<file path="src/rtl/vex_l15_bus_arbiter.sv">
// vex_l15_bus_arbiter: merges VexRiscv iBus/dBus commands onto one request channel, one outstanding request.
// Optional response watchdog enabled by defining VEX_ARB_TIMEOUT_EN.
module vex_l15_bus_arbiter #(
  parameter int MAX_D_STREAK   = 4,
  parameter int TIMEOUT_CYCLES = 1024
) (
  input  logic        clk,
  input  logic        rst,
  input  logic        ibus_cmd_valid,
  input  logic [31:0] ibus_cmd_pc,
  output logic        ibus_cmd_ready,
  output logic        ibus_rsp_valid,
  output logic [31:0] ibus_rsp_inst,
  output logic        ibus_rsp_error,
  input  logic        dbus_cmd_valid,
  input  logic        dbus_cmd_wr,
  input  logic [31:0] dbus_cmd_address,
  input  logic [31:0] dbus_cmd_data,
  input  logic [1:0]  dbus_cmd_size,
  output logic        dbus_cmd_ready,
  output logic        dbus_rsp_ready,
  output logic [31:0] dbus_rsp_data,
  output logic        dbus_rsp_error,
  output logic        arb_req_val,
  output logic        arb_req_is_data,
  output logic        arb_req_wr,
  output logic [31:0] arb_req_addr,
  output logic [31:0] arb_req_data,
  output logic [1:0]  arb_req_size,
  input  logic        arb_req_ack,
  input  logic        arb_rsp_val,
  input  logic [31:0] arb_rsp_data
);
  typedef enum logic [1:0] {IDLE, REQ, RSP} state_t;
  if (MAX_D_STREAK < 1 || MAX_D_STREAK > 15 || TIMEOUT_CYCLES < 1 || TIMEOUT_CYCLES > 65535) begin : g_bad_cfg
    $error("vex_l15_bus_arbiter: parameter out of range");
  end
  state_t      r_state, w_next;
  logic [3:0]  r_d_streak;
  logic        r_req_is_data, r_req_wr;
  logic [31:0] r_req_addr, r_req_data;
  logic [1:0]  r_req_size;
  logic        r_ibus_cmd_ready, r_dbus_cmd_ready, r_ibus_rsp_valid, r_dbus_rsp_ready;
  logic [31:0] r_ibus_rsp_inst, r_dbus_rsp_data;
  logic        r_ibus_rsp_error, r_dbus_rsp_error;
  logic        w_i_req, w_d_req, w_grant, w_grant_i, w_ack, w_deliver, w_timeout, w_fin;
  // A command whose ready pulse is showing this cycle is the one already served.
  assign w_i_req   = ibus_cmd_valid && !r_ibus_cmd_ready;
  assign w_d_req   = dbus_cmd_valid && !r_dbus_cmd_ready;
  assign w_grant_i = w_i_req && (!w_d_req || r_d_streak == 4'(MAX_D_STREAK));
  assign w_grant   = (r_state == IDLE) && (w_i_req || w_d_req);
  assign w_ack     = (r_state == REQ) && arb_req_ack;
  assign w_deliver = arb_rsp_val && (w_ack || r_state == RSP);
  assign w_fin     = w_deliver || w_timeout;
`ifdef VEX_ARB_TIMEOUT_EN
  logic [15:0] r_wd;
  assign w_timeout = (r_state == RSP) && !arb_rsp_val && r_wd == 16'(TIMEOUT_CYCLES - 1);
  always_ff @(posedge clk) begin
    if (rst || r_state != RSP) r_wd <= '0;
    else r_wd <= r_wd + 16'd1;
  end
`else
  assign w_timeout = 1'b0;
`endif
  always_comb begin
    w_next = r_state;
    unique case (r_state)
      IDLE:    w_next = w_grant ? REQ : IDLE;
      REQ:     w_next = arb_req_ack ? (arb_rsp_val ? IDLE : RSP) : REQ;
      RSP:     w_next = w_fin ? IDLE : RSP;
      default: w_next = IDLE;
    endcase
  end
  always_ff @(posedge clk) begin
    if (rst) begin
      r_state          <= IDLE;
      r_d_streak       <= '0;
      r_req_is_data    <= 1'b0;
      r_req_wr         <= 1'b0;
      r_req_addr       <= '0;
      r_req_data       <= '0;
      r_req_size       <= '0;
      r_ibus_cmd_ready <= 1'b0;
      r_dbus_cmd_ready <= 1'b0;
      r_ibus_rsp_valid <= 1'b0;
      r_dbus_rsp_ready <= 1'b0;
      r_ibus_rsp_inst  <= '0;
      r_dbus_rsp_data  <= '0;
      r_ibus_rsp_error <= 1'b0;
      r_dbus_rsp_error <= 1'b0;
    end else begin
      r_state          <= w_next;
      r_ibus_cmd_ready <= w_ack && !r_req_is_data;
      r_dbus_cmd_ready <= w_ack && r_req_is_data;
      r_ibus_rsp_valid <= w_fin && !r_req_is_data;
      r_dbus_rsp_ready <= w_fin && r_req_is_data;
      if (w_fin && !r_req_is_data) begin
        r_ibus_rsp_inst  <= w_timeout ? 32'd0 : arb_rsp_data;
        r_ibus_rsp_error <= w_timeout;
      end
      if (w_fin && r_req_is_data) begin
        r_dbus_rsp_data  <= (w_timeout || r_req_wr) ? 32'd0 : arb_rsp_data;
        r_dbus_rsp_error <= w_timeout;
      end
      if (w_grant) begin
        r_req_is_data <= !w_grant_i;
        r_req_wr      <= w_grant_i ? 1'b0 : dbus_cmd_wr;
        r_req_addr    <= w_grant_i ? ibus_cmd_pc : dbus_cmd_address;
        r_req_data    <= w_grant_i ? 32'd0 : dbus_cmd_data;
        r_req_size    <= w_grant_i ? 2'd2 : dbus_cmd_size;
        r_d_streak    <= (w_grant_i || !w_i_req) ? 4'd0 :
                         (r_d_streak == 4'(MAX_D_STREAK)) ? r_d_streak : r_d_streak + 4'd1;
      end
    end
  end
  assign arb_req_val     = (r_state == REQ);
  assign arb_req_is_data = r_req_is_data;
  assign arb_req_wr      = r_req_wr;
  assign arb_req_addr    = r_req_addr;
  assign arb_req_data    = r_req_data;
  assign arb_req_size    = r_req_size;
  assign ibus_cmd_ready  = r_ibus_cmd_ready;
  assign dbus_cmd_ready  = r_dbus_cmd_ready;
  assign ibus_rsp_valid  = r_ibus_rsp_valid;
  assign ibus_rsp_inst   = r_ibus_rsp_inst;
  assign ibus_rsp_error  = r_ibus_rsp_error;
  assign dbus_rsp_ready  = r_dbus_rsp_ready;
  assign dbus_rsp_data   = r_dbus_rsp_data;
  assign dbus_rsp_error  = r_dbus_rsp_error;
endmodule
</file>
<file path="config.mk">
export PLATFORM = sky130hd
export DESIGN_NAME = vex_l15_bus_arbiter
export DESIGN_NICKNAME = d
export VERILOG_FILES = /design/src/rtl/vex_l15_bus_arbiter.sv
export SDC_FILE = /design/constraint.sdc
export NUM_CORES = 1
export LEC_CHECK = 0
export ABC_AREA = 1
export BUFFER_PORTS_ARGS = -buffer_cell sky130_fd_sc_hd__buf_2
export CAP_MARGIN = 5
export CORE_ASPECT_RATIO = 0.9
export CORE_MARGIN = 2
export CORE_UTILIZATION = 47
export CTS_CLUSTER_SIZE = 20
export DETAILED_ROUTE_END_ITERATION = 12
export HOLD_SLACK_MARGIN = 0.15
export PLACE_DENSITY = 0.8
export SLEW_MARGIN = 20
export SYNTH_ARGS = -nofsm -noshare
export SYNTH_HDL_FRONTEND = slang
export SYNTH_SLANG_ARGS = --single-unit
export TNS_END_PERCENT = 1
</file>
<file path="constraint.sdc">
create_clock -name clk -period 1.9 [get_ports clk]
set_clock_uncertainty 0.05 [all_clocks]
set_input_delay 0 -clock clk [delete_from_list [all_inputs] [get_ports clk]]
set_output_delay 0 -clock clk [all_outputs]
set_load 0.01 [all_outputs]
</file>
==> results of run 1 <==
==> stage by stage <==
step / instance area, sq um / total power [mW] / setup slack, ns / instances
final: 9359 / 8.287 / 0.1476 / 1413
after global routing: 9359 / 8.635 / 0.03108 / 1413
after CTS: 9356 / 8.257 / 0.03275 / 1414
after detailed placement: 7337 / 4.513 / 0.2138 / 1244
after global placement: 7337 / 4.491 / 0.2583 / 1244
after floorplan: 5916 / 4.030 / 0.4060 / 854
==> state kept, by name (all words and copies together), names as in the netlist <==
name             flops
arb_req_addr        32
arb_req_data        32
dbus_rsp_data       32
ibus_rsp_inst       32
r_d_streak           4
arb_req_size         2
r_state              2
arb_req_is_data      1
arb_req_wr           1
dbus_cmd_ready       1
dbus_rsp_ready       1
ibus_cmd_ready       1
ibus_rsp_valid       1
==> timing repair <==
item,CTS,global route
hold buffers,139,0
setup endpoints to repair,0,11
endpoints found under the hold margin,142,0
setup buffers,0,0
resized for setup,0,5
==> power by group through the flow <==
stage | Combinational, mW | Clock (mW) | Sequential (mW)
after floorplan | 0.590 | 0 | 3.44
after global placement | 1.15 | 0 | 3.34
after detailed placement | 1.16 | 0 | 3.35
after CTS | 1.39 | 3.58 | 3.29
after global routing | 1.60 | 3.72 | 3.31
final | 1.46 | 3.53 | 3.30
==> worst max-delay path, stage by stage (launching register included) <==
cell and delay, ns:
dfxtp_1 0.36, inv_1 0.05, nand2_1 0.05, nand2_1 0.07, nand2_2 0.08, buf_6 0.29
a21oi_1 0.10, dlygate4sd3_1 0.57
==> worst min-delay path by stage <==
stage | start | end | slack (ns)
final | dbus_cmd_size[1] | arb_req_size[1] | 0.31
after global routing | arb_rsp_data[11] | ibus_rsp_inst[11] | 0.33
after CTS | arb_rsp_data[23] | ibus_rsp_inst[23] | 0.30
after detailed placement | dbus_cmd_size[1] | arb_req_size[1] | 0.17
after global placement | dbus_cmd_size[1] | arb_req_size[1] | 0.17
after floorplan | arb_rsp_val | r_state[1] | 0.03
==> layout by cell type (no fill, tap or decap), drive strengths merged <==
cell / count
a21oi: 5
buf: 286
bufinv: 4
clkbuf: 19
clkinv: 2
clkinvlp: 3
conb: 2
dfxtp: 142
dlygate4sd3: 138
ha: 2
inv: 119
nand2: 178
nand3: 137
nand4: 2
nor2: 142
nor3: 1
nor3b: 1
o21ai: 69
xnor2: 1
==> area by class of cell <==
type / instances / area share (%)
multi-input cells: 540 / 25.21
flip-flops and latches: 142 / 30.40
repair buffers: 424 / 30.88
well taps: 160 / 2.139
clock inverters: 12 / 1.979
clock buffers: 19 / 4.733
inverters: 116 / 4.652
==> kinds of logic (layout without fill, tap and decap cells) <==
| logic type | count (synthesis) | count (layout) | share of synthesized area, % |
|---|---|---|---|
| buffers and inverters | 172 | 571 | 12.11 |
| XOR/XNOR | 1 | 1 | 0.1482 |
| adder cells (fa/ha/maj) | 2 | 2 | 0.4232 |
| other | 1 | 2 | 0.06343 |
| AND/OR/NAND/NOR | 461 | 461 | 32.85 |
| AO/OA/AOI/OAI | 74 | 74 | 6.328 |
| flip-flops | 142 | 142 | 48.08 |
==> layer usage <==
metal | GRT usage (%) | wire (um)
met2 | 52.41 | 10270
met3 | 11.52 | 2320
met5 | 0 | 0
met4 | 16.48 | 939
met1 | 34.10 | 7750
==> metrics, run 1 <==
VDD IR-drop max=about 0.84 mV; yosys warns=0; DRT Pass-1 Iters=5; crit path max fanout=41; Worst R2R Path Depth=7; clock slew seen by the registers of the worst setup and hold paths=around 0.060 ns; layout cells sized above 1=26.26%; number of vias per cell=approximately 5.0; RR Endpoint=r_state[0]; first-pass GRT wire length=approximately 34 mm; NetSw=roughly 2.2 mW; number of synthesized flops with an enable pin=0; Critical Path AT=1.99 ns; # port buffers=approximately 270; layout filler cell count=815; area leader, netlist=dfxtp_1; dpl hpwl=~12 mm; register area=2845 sq um; Sink Count=about 140; drt initial violations=about 550; crit path kind=flip-flop to flip-flop; CP startpoint=ibus_cmd_ready; critical path endpoint=r_state[0]; final worst path period need=roughly 1.8 ns; Netlist cell types=25; clock power share=~43%; Worst setup SP type=flip-flop; post-synthesis instance total=between 800 and 900; PwrDens=just under 900 nW/um^2; Overflow after GRT=0; full die area=roughly 13,000 sq um; total number of vias=7,115; Finished Core Util=76.89%; drt drc=0; initial antenna violation count=0; Fmax achieved=between 500 and 600 MHz; Placement Rows=38; Pins Over Slew Limit=0; Hold Path Class=input pin to flip-flop; die width=about 120 um; CTS Buffer Depth=2; hold path cells=4; total CTS buffers=17; H-tree depth=4; Tcrit/Tclk final=92.23%; register area share after synthesis=around half; Starting Density=48.57%; Combinational Power Share=17.6%; multi-input logic area=around 2400 sq um; asr flop ratio synth=0%; r2r setup slk=0.15 ns; final net count=roughly 1,400; Post-synth top cells=176 x nand2_1, 142 x dfxtp_1, 141 x nor2_1; total track usage=between 30% and 40%; Placer Congestion=~0.85; part of the power in registers=between 30% and 40%; Post-Syn Area=~5900 sq um; Avg Inst Size Synth=6.931 sq um; area delta synth->final=58.31%; Fin Hold WS=~0.31 ns; critical path required time=around 2.1 ns; WL per Instance=15.06 um; worst skew pair latency=around 0.4 ns; Setup-failing EPs final=0; most common cell in the netlist=nand2_1; top post-synthesis cells by area=dfxtp_1 48%, nand3_1 11%, nand2_1 11%; Die Y=roughly 110 um; status=complete, no violations; Post-DRT Antenna Nets=0; CTS tree=yes; leakage power=5.104 nW; antenna cells=0; RSZ-0062 raised after global routing=false; vias in the first global route=around 7,000; largest net degree at the start of global routing=between 60 and 70; switch share=between 20% and 30%; Clock Tree Root=clkbuf_16; final wirelength=21.28 mm; Final Hold Vio Count=0; I/O pins=between 200 and 300; CP endpoint kind=flip-flop; Core ar.=12,170 sq um; max-cap violation count=0; predominant post-synthesis flop cell=dfxtp_1; Cell Int Power=6.071 mW; r2r startpoint=ibus_cmd_ready; Seq cells post-synth=around 140; Synth top area share=about half; Setup TNS Final=0 ns
No activity file was read; power rests on OpenSTA's default activity.
==> run 2, diff against run 1 <==
--- a/config.mk
+++ b/config.mk
@@ -5,16 +5,15 @@
 export SDC_FILE = /design/constraint.sdc
 export NUM_CORES = 1
 export LEC_CHECK = 0
-export ABC_AREA = 1
 export BUFFER_PORTS_ARGS = -buffer_cell sky130_fd_sc_hd__buf_2
 export CAP_MARGIN = 5
 export CORE_ASPECT_RATIO = 0.9
 export CORE_MARGIN = 2
-export CORE_UTILIZATION = 47
+export CORE_UTILIZATION = 44
 export CTS_CLUSTER_SIZE = 20
 export DETAILED_ROUTE_END_ITERATION = 12
 export HOLD_SLACK_MARGIN = 0.15
-export PLACE_DENSITY = 0.8
+export PLACE_DENSITY = 0.78
 export SLEW_MARGIN = 20
 export SYNTH_ARGS = -nofsm -noshare
 export SYNTH_HDL_FRONTEND = slang
==> run 2 against run 1 <==
Against the previous run: design area shrank 7.9%; sequential power shrank 1%; core utilization shrank 0.60 points; maximum frequency shrank 1.4%; highest routed layer unchanged; largest power group unchanged; worst hold slack lost 0.026 ns; wire length shrank 14%; global-route usage shrank 2.0 points.
==> metrics, run 2 <==
status=complete, no violations; CTS Buffer Depth=2 (unchanged); crit path max fanout=10 (-76%); Avg Inst Size Synth=10.84 sq um (+56%); leakage power=4.019 nW (-21%); area leader, netlist=dfxtp_1; Die Y=105.5 um (-4.4%); final worst path period need=1.777 ns (+0.02476 ns); dpl hpwl=10.66 mm (-9.2%); Clock Tree Root=clkbuf_16; clock power share=44.0% (+1.3 points); total CTS buffers=17 (unchanged); predominant post-synthesis flop cell=dfxtp_1; most common cell after layout, fill and taps aside=buf_2; largest net degree at the start of global routing=38 (-42%); DRT Pass-1 Iters=5 (unchanged); Pins Over Slew Limit=0 (unchanged); worst skew pair latency=0.42 ns (+0.02 ns); VDD IR-drop max=0.7283 mV (-14%); NetSw=1.911 mW (-14%); Setup TNS Final=0 ns (unchanged); Fmax achieved=562.7 MHz (-1.4%); Placement Rows=37 (-2.6%); most common cell in the netlist=dfxtp_1; yosys warns=0 (unchanged); Seq cells post-synth=142 (unchanged); switch share=24.19% (-2.5 points); Post-DRT Antenna Nets=0 (unchanged); Final Hold Vio Count=0 (unchanged); register area share after synthesis=56.39% (+8.3 points); Worst setup SP type=flip-flop; number of synthesized flops with an enable pin=0 (unchanged); worst setup slack after layout=0.1228 ns (-0.02476 ns); post-synthesis instance total=465 (-45%); # port buffers=273 (unchanged); H-tree depth=4 (unchanged); Starting Density=44.63% (-3.9 points); first-pass GRT wire length=27.98 mm (-18%); Sink Count=142 (unchanged); Setup-failing EPs final=0 (unchanged); most frequent cells in the layout=273 x buf_2, 142 x dfxtp_1, 138 x dlygate4sd3_1; drt initial violations=506 (-7.2%); Overflow after GRT=0 (unchanged); WL per Instance=17.51 um (+16%); Critical Path AT=2.02 ns (+0.03 ns); vias in the first global route=5,686 (-19%); die width=116.8 um (-4.4%); RSZ-0062 raised after global routing=false; Cell Int Power=5.988 mW (-1.4%); Synth top area share=56.39% (+8.3 points); Tcrit/Tclk final=93.54% (+1.3 points); Post-CTS Setup Bufs=0 (unchanged); final net count=1,012 (-27%); top post-synthesis cells by area=dfxtp_1 56%, a22o_1 11%, mux2i_1 6.6%; full die area=12,330 sq um (-8.6%); Core ar.=11,300 sq um (-7.2%); Hold Path Class=input pin to flip-flop; part of the power in registers=41.3% (+1.5 points); I/O pins=276 (unchanged); max-cap violation count=0 (unchanged); total number of vias=5,428 (-24%); CTS tree=yes; crit path kind=flip-flop to flip-flop; critical path required time=2.14 ns (about the same); drt drc=0 (unchanged); CP endpoint kind=flip-flop; total track usage=29.29% (-2.0 points); layout cells sized above 1=37.36% (+11 points); Combinational Power Share=14.7% (-2.9 points); Placer Congestion=0.8961 (+5.1%); final wirelength=18.25 mm (-14%); Netlist cell types=41 (+64%); number of vias per cell=5.209 (+3.5%); clock slew seen by the registers of the worst setup and hold paths=0.06 ns (about the same); PwrDens=916.6 nW/um^2 (+3.5%); area delta synth->final=70.96%; dpl ws=0.1466 ns (-0.06722 ns); initial antenna violation count=0 (unchanged); asr flop ratio synth=0% (unchanged); Post-synth top cells=142 x dfxtp_1, 68 x nand2_1, 65 x a22o_1; Post-Syn Area=5041 sq um (-15%); antenna cells=0 (unchanged)
-- run 2: cell types whose count changed in the layout (fill, tap and decap cells not counted), moves of 33 or more --
cell,change
inv_1,-107
mux2i_1,+33
a22o_1,+65
nor2_1,-137
nand2_1,-108
o21ai_0,-66
nand3_1,-132
-- run 2: layout make-up --
class	instances	area [sq um]
tap	156	195.2
multi-input combinational	282	1994
sequential	142	2843
clock inverter	10	132.6
timing repair buffer	424	2937
inverter	6	22.52
fill	727	2678
clock buffer	22	494.2
-- run 2: per-layer routing --
metal / wire, um / track usage, % / up-vias
met1: 6896 / 31.56 / 2553
met3: 1381 / 8.798 / 62
met4: 581 / 13.19 / 0
met2: 9389 / 52.06 / 313
met5: 0 / 0 / -
li1: - / - / 2500
-- run 2: critical path, cell delays in order, from the launching register on --
cell and delay [ns]:
dfxtp_1 0.36, inv_1 0.08, ha_1 0.19, nand3b_4 0.11, a21oi_4 0.26, buf_6 0.21
mux2i_1 0.28, o2bb2ai_1 0.11
-- run 2: final timing paths --
kind | startpoint | to | slack (ns) | depth (start not counted)
max reg2reg | r_d_streak[0] | arb_req_addr[30] | 0.12 | 7
min | dbus_cmd_wr | arb_req_wr | 0.29 | 3
min reg2reg | ibus_rsp_inst[16] | ibus_rsp_inst[16] | 0.40 | 2
max | r_d_streak[0] | arb_req_addr[30] | 0.12 | 7
-- run 2: cells by family after synthesis --
family / share of synthesized area, %
other: 0.07439
adders and majority gates: 0.4963
buffers and inverters: 4.468
muxes: 6.553
DFF: 56.39
AOI/OAI and AO/OA: 22.49
and+or+nand+nor: 9.531
-- run 2: power groups by stage --
stage / Clock [mW] / Sequential, mW / Combinational, mW
final: 3.48 / 3.26 / 1.16
after global routing: 3.64 / 3.27 / 1.24
after CTS: 3.50 / 3.25 / 1.12
after detailed placement: 0 / 3.31 / 0.898
after global placement: 0 / 3.30 / 0.871
after floorplan: 0 / 3.38 / 0.372
-- run 2: per-stage QoR --
step	util [%]	cell area [sq um]	hold slack (ns)	total power, mW	instances
2_1_floorplan	-	5045	0.02847	3.755	466
3_3_place_gp	58.48	6606	0.1657	4.174	872
3_5_place_dp	58.48	6606	0.1714	4.206	872
4_1_cts	76.26	8615	0.2608	7.877	1042
5_1_grt	76.30	8618	0.2826	8.156	1042
6_report	76.30	8618	0.2870	7.899	1042
-- run 2: timing repair --
item | in CTS | in global routing
gates resized for setup | 0 | 1
setup endpoints to repair | 0 | 2
endpoints found under the hold margin | 141 | 0
hold buffers | 138 | 0
